### src/rtl/jogada_display_ctrl_if.sv
// Move-request handshake and display outputs shared by the two move sources and the controller.
// The master side presents moves; the slave side is the display controller.
interface jogada_display_ctrl_if;
  logic [1:0]  req_valid;
  logic [11:0] req_jogada0;
  logic [11:0] req_jogada1;
  logic [1:0]  req_ready;
  logic [15:0] hexa;
  logic        busy;
  logic        owner;
  logic        done;

  modport master (
    output req_valid, req_jogada0, req_jogada1,
    input  req_ready, hexa, busy, owner, done
  );

  modport slave (
    input  req_valid, req_jogada0, req_jogada1,
    output req_ready, hexa, busy, owner, done
  );
endinterface

### src/rtl/jogada_display_ctrl.sv
// Arbitrates two move sources onto the four coordinate digits, blinks the accepted move,
// holds it steady, then pulses done and returns to idle.
module jogada_display_ctrl #(
  parameter int unsigned BLINK_CYCLES = 12_500_000,
  parameter int unsigned BLINK_COUNT  = 4,
  parameter int unsigned HOLD_CYCLES  = 50_000_000
) (
  input logic                  clock,
  input logic                  reset,
  jogada_display_ctrl_if.slave bus
);

  localparam int unsigned CycMax = (BLINK_CYCLES > HOLD_CYCLES) ? BLINK_CYCLES : HOLD_CYCLES;
  localparam int unsigned CycW   = $clog2(CycMax + 1);
  localparam int unsigned PhW    = $clog2(2 * BLINK_COUNT + 1);

  localparam logic [CycW-1:0] BlinkLast = CycW'(BLINK_CYCLES - 1);
  localparam logic [CycW-1:0] HoldLast  = CycW'(HOLD_CYCLES - 1);
  localparam logic [PhW-1:0]  PhaseLast = PhW'(2 * BLINK_COUNT - 1);

  typedef enum logic [1:0] {StIdle, StBlink, StHold, StDone} state_e;

  state_e          state_q, state_d;
  logic [11:0]     move_q, move_d;
  logic            owner_q, owner_d;
  logic            prio_q, prio_d;
  logic            shown_q, shown_d;
  logic [CycW-1:0] cyc_q, cyc_d;
  logic [PhW-1:0]  phase_q, phase_d;

  logic            grant_src;
  logic [15:0]     move_hex;

  always_ff @(posedge clock) begin
    if (!reset) begin
      state_q <= StIdle;
      move_q  <= '0;
      owner_q <= 1'b0;
      prio_q  <= 1'b0;
      shown_q <= 1'b0;
      cyc_q   <= '0;
      phase_q <= '0;
    end else begin
      state_q <= state_d;
      move_q  <= move_d;
      owner_q <= owner_d;
      prio_q  <= prio_d;
      shown_q <= shown_d;
      cyc_q   <= cyc_d;
      phase_q <= phase_d;
    end
  end

  // Contention goes to prio; otherwise whichever source is asking.
  assign grant_src = (bus.req_valid == 2'b11) ? prio_q : bus.req_valid[1];

  assign move_hex = {1'b0, move_q[11:9], 1'b0, move_q[8:6], 1'b0, move_q[5:3], 1'b0, move_q[2:0]};

  always_comb begin
    state_d       = state_q;
    move_d        = move_q;
    owner_d       = owner_q;
    prio_d        = prio_q;
    shown_d       = shown_q;
    cyc_d         = cyc_q;
    phase_d       = phase_q;
    bus.req_ready = 2'b00;
    bus.hexa      = move_hex;

    unique case (state_q)
      StIdle: begin
        bus.hexa = shown_q ? move_hex : 16'hFFFF;
        // Grant is suppressed while reset is asserted.
        if (reset && (bus.req_valid != 2'b00)) begin
          bus.req_ready = grant_src ? 2'b10 : 2'b01;
          move_d        = grant_src ? bus.req_jogada1 : bus.req_jogada0;
          owner_d       = grant_src;
          prio_d        = ~grant_src;
          shown_d       = 1'b1;
          cyc_d         = '0;
          phase_d       = '0;
          state_d       = StBlink;
        end
      end
      StBlink: begin
        bus.hexa = phase_q[0] ? 16'hFFFF : move_hex;
        if (cyc_q == BlinkLast) begin
          cyc_d = '0;
          if (phase_q == PhaseLast) begin
            state_d = StHold;
          end else begin
            phase_d = phase_q + PhW'(1);
          end
        end else begin
          cyc_d = cyc_q + CycW'(1);
        end
      end
      StHold: begin
        if (cyc_q == HoldLast) begin
          cyc_d   = '0;
          state_d = StDone;
        end else begin
          cyc_d = cyc_q + CycW'(1);
        end
      end
      StDone: begin
        state_d = StIdle;
      end
      default: begin
        state_d = StIdle;
      end
    endcase
  end

  assign bus.busy  = (state_q != StIdle);
  assign bus.owner = owner_q;
  assign bus.done  = (state_q == StDone);

endmodule

### src/flat_wrapper.sv
// flat-port wrapper written by rule: the top's interface ports become plain ports
module jogada_display_ctrl_flat 
#(
  parameter int unsigned BLINK_CYCLES = 12_500_000,
  parameter int unsigned BLINK_COUNT  = 4,
  parameter int unsigned HOLD_CYCLES  = 50_000_000
)
  (clock, reset, bus_req_valid, bus_req_jogada0, bus_req_jogada1, bus_req_ready, bus_hexa, bus_busy, bus_owner, bus_done);
  jogada_display_ctrl_if bus_i ();
  input logic clock;
  input logic reset;
  input wire logic [$bits(bus_i.req_valid)-1:0] bus_req_valid;
  input wire logic [$bits(bus_i.req_jogada0)-1:0] bus_req_jogada0;
  input wire logic [$bits(bus_i.req_jogada1)-1:0] bus_req_jogada1;
  output wire logic [$bits(bus_i.req_ready)-1:0] bus_req_ready;
  output wire logic [$bits(bus_i.hexa)-1:0] bus_hexa;
  output wire logic [$bits(bus_i.busy)-1:0] bus_busy;
  output wire logic [$bits(bus_i.owner)-1:0] bus_owner;
  output wire logic [$bits(bus_i.done)-1:0] bus_done;
  assign bus_i.req_valid = bus_req_valid;
  assign bus_i.req_jogada0 = bus_req_jogada0;
  assign bus_i.req_jogada1 = bus_req_jogada1;
  assign bus_req_ready = bus_i.req_ready;
  assign bus_hexa = bus_i.hexa;
  assign bus_busy = bus_i.busy;
  assign bus_owner = bus_i.owner;
  assign bus_done = bus_i.done;
  jogada_display_ctrl #(.BLINK_CYCLES(BLINK_CYCLES), .BLINK_COUNT(BLINK_COUNT), .HOLD_CYCLES(HOLD_CYCLES)) u_core (.clock(clock), .reset(reset), .bus(bus_i));
endmodule
### config.mk
export PLATFORM = sky130hd
export DESIGN_NAME = jogada_display_ctrl_flat
export DESIGN_NICKNAME = d
export VERILOG_FILES = /design/src/rtl/jogada_display_ctrl_if.sv /design/src/rtl/jogada_display_ctrl.sv /design/src/flat_wrapper.sv
export SDC_FILE = /design/constraint.sdc
export NUM_CORES = 1
export LEC_CHECK = 0
export CORE_ASPECT_RATIO = 1.75
export CORE_MARGIN = 8
export CORE_UTILIZATION = 39
export DETAILED_ROUTE_END_ITERATION = 7
export PLACE_DENSITY = 0.74
export SYNTH_ARGS = -nofsm -noshare
export SYNTH_HDL_FRONTEND = slang
export SYNTH_SLANG_ARGS = --single-unit
### constraint.sdc
create_clock -name clock -period 2.8 [get_ports clock]
set_input_delay 0.56 -clock clock [delete_from_list [all_inputs] [get_ports clock]]
set_output_delay 0.56 -clock clock [all_outputs]
set_load 0.05 [all_outputs]
==> impl_metrics.env <==
export IMPL_status="completed"
export IMPL_placementRows=40
export IMPL_nets=416
export IMPL_drive_above_1_share_pct=13.4
export IMPL_clk_pin_slew_ps=60
export IMPL_grt_use_met1_pct=14.7
export IMPL_power_total_mw=3.26
export IMPL_grt_busiest_layer="met2"
export IMPL_hold_path_class="flop to flop"
export IMPL_max_freq_mhz=408
export IMPL_grt_use_total_pct=15.1
export IMPL_syn_inst=334
export IMPL_fin_setup_tns_ps=0
export IMPL_crit_top_cell="inv_1"
export IMPL_h_tree_depth=2
export IMPL_cp_cell_sequence="inv_1 > ha_1 > inv_1 > clkdlybuf4s50_1"
export IMPL_antenna_found_initial=0
export IMPL_hold_viol=0
export IMPL_crit_type="flop to output port"
export IMPL_clockBufferDepth=2
export IMPL_drc=0
export IMPL_clock_latency_ps=290
export IMPL_cts_tree="yes"
export IMPL_grt_overflow_total=0
export IMPL_rsz0062_at_grt="false"
export IMPL_period_minus_slack_ps=2450
export IMPL_maxCapViolCount=0
export IMPL_wl_per_cell_um=15.8
export IMPL_maxSlewViolCount=0
export IMPL_cts_hold_fix_buffers=0
export IMPL_start_kind="flop"
export IMPL_die_y_um=127
export IMPL_io_pins=49
export IMPL_peakVddDrop_v=0.000761
export IMPL_ant_nets=0
export IMPL_cts_resized_gates=0
export IMPL_post_route_period_util_pct=87.6
export IMPL_synth_edf_count=0
export IMPL_worstMarginPinSlew_ps=643
export IMPL_clockRootBuffer="clkbuf_16"
export IMPL_min_path_cells=2
export IMPL_io_buffers=48
export IMPL_drt_iter0_drc=192
export IMPL_vias=2714
export IMPL_die_width_um=79.6
export IMPL_syn_num_nets=368
export IMPL_finClkSkew_ps=8.55
export IMPL_end_kind="output port"
export IMPL_dr_pass1_iters=4
export IMPL_first_global_vias=2700
export IMPL_dp_hpwl_um=5710
export IMPL_final_core_util_pct=50.7
export IMPL_cellPowerDensity_nw_per_um2=938
export IMPL_critPathMaxFanout=3
export IMPL_drt_total_wl_um=7370
export IMPL_postCtsSetupRepairBufs=0
export IMPL_place_congestion=0.841
export IMPL_critPathMaxStageDelay_ps=820
export IMPL_slowest_stage="clkdlybuf4s50_1"
export IMPL_async_reset_ff_share_pct=0
export IMPL_grt_pass1_wl_um=12500
export IMPL_leakagePower_nw=1.32
export IMPL_vias_per_cell=5.82
export IMPL_met3_usage_pct=5.06
export IMPL_diodes=0
export IMPL_slew_headroom_pct=56.8
export IMPL_setup_viol=0
export IMPL_ys_flop_type="dfxtp_1"
export IMPL_yosysUniqueCellTypes=53
export IMPL_ys_warn_count=0
export IMPL_start_util_pct=40.3
export IMPL_avgSynthCellArea_um2=8.27
export IMPL_grt_start_max_net_pins=23
export IMPL_ys_seq_elements=47
export IMPL_seq_area_frac_synth_pct=34.1
export IMPL_r2r_cells=6
export IMPL_crit_required_ps=2240
export IMPL_area_growth_pct=25.9
export IMPL_synth_area_um2=2760
export IMPL_numCtsBuffers=5
export IMPL_core_um2=6860
export IMPL_cts_sinks=47
export IMPL_critPathArrivalTime_ps=1890
export IMPL_dieArea_um2=10100
export IMPL_grt_use_met2_pct=27.5
export IMPL_fillCellCount=618
## path summary, 6_finish.rpt
| check | start | endpoint | slack [ps] |
|---|---|---|---|
| worst max-delay path | u_core.state_q[0] | bus_busy | 350 |
| worst min-delay path | u_core.move_q[1] | u_core.move_q[1] | 490 |
| worst max register to register | u_core.cyc_q[7] | u_core.cyc_q[12] | 470 |
| worst min register to register | u_core.move_q[1] | u_core.move_q[1] | 490 |
## routing by layer
layer / share of wire, % / vias up
met4: 2.9 / 0
met2: 53 / 109
met1: 38 / 1261
met3: 6.5 / 22
met5: 0 / -
li1: - / 1322
## final cells by class
| cell class | instances | area [um^2] | area share [%] |
|---|---|---|---|
| Clock inverter | 1 | 30.0 | 0.863 |
| Multi-Input combinational cell | 255 | 1680 | 48.2 |
| Inverter | 10 | 37.5 | 1.08 |
| Sequential cell | 47 | 941 | 27.1 |
| Clock buffer | 6 | 129 | 3.71 |
| Tap cell | 84 | 105 | 3.02 |
| Timing Repair Buffer | 63 | 561 | 16.1 |
## critical path: cells and delay by family, from the launching register on
kind	cells	cell delay, ps
buffers and inverters	3	1020
DFF	1	360
adders and majority gates	1	210
## report_power, final
group | switching (mW) | internal (mW) | total [mW]
clock | 0.246 | 0.417 | 0.663
combinational | 1.27 | 0.550 | 1.82
sequential | 0.0384 | 0.740 | 0.779
## cells in the mapped netlist (3+ instances only)
master / count / area share, %
dfxtp_1: 47 / 34
nor2_1: 35 / 4.8
nand2_1: 27 / 3.7
nand3_1: 23 / 4.2
mux2i_1: 15 / 5.4
a211oi_1: 14 / 3.8
nand2b_1: 14 / 3.2
a21oi_1: 12 / 2.2
nand4_1: 11 / 2.5
o21ai_0: 11 / 2.0
clkbuf_1: 10 / 1.4
inv_1: 10 / 1.4
o211ai_1: 10 / 2.7
xor2_1: 10 / 3.2
buf_2: 6 / 1.1
ha_1: 6 / 2.7
o2111ai_1: 6 / 1.9
a31oi_1: 5 / 1.1
and4_1: 5 / 1.6
and3_1: 4 / 0.91
and2_1: 3 / 0.68
buf_4: 3 / 0.82
nor3_1: 3 / 0.54
o221ai_1: 3 / 0.95
or2_2: 3 / 0.68
## logic make-up after synthesis
| kind of cell | Yosys count | share of synthesized area (%) |
|---|---|---|
| AND/OR/NAND/NOR | 145 | 28.9 |
| adder cells (fa/ha/maj) | 6 | 2.72 |
| XOR/XNOR | 12 | 3.80 |
| AO/OA/AOI/OAI | 77 | 19.7 |
| multiplexers | 15 | 5.43 |
| flip-flops | 47 | 34.1 |
| buffers and inverters | 32 | 5.30 |
## stage by stage
stage,instance area (um^2),cells,setup WS [ps],hold WS (ps)
global placement,3320,459,396,478
CTS,3480,466,326,497
global route,3480,466,237,513
floorplan,2760,334,314,451
finish,3480,466,348,494
detailed placement,3320,459,316,487
## flip-flops by register name, indices dropped and copies added (netlist names)
| signal | cells |
|---|---|
| u_core.bus.owner | 1 |
| u_core.phase_q | 4 |
| u_core.shown_q | 1 |
| u_core.state_q | 2 |
| u_core.cyc_q | 26 |
| u_core.move_q | 12 |
| u_core.prio_q | 1 |
## layout by cell type, fill, tap and decap left out, types with 11 or more instances in the layout
cell / synthesis / routed
a211oi_1: 14 / 14
a21oi_1: 12 / 12
nor2_1: 35 / 35
buf_4: 3 / 32
clkdlybuf4s50_1: 0 / 30
nand4_1: 11 / 11
nand2_1: 27 / 27
mux2i_1: 15 / 15
nand3_1: 23 / 23
nand2b_1: 14 / 14
dfxtp_1: 47 / 47
o21ai_0: 11 / 11
No activity file was read; power rests on OpenSTA's default activity.
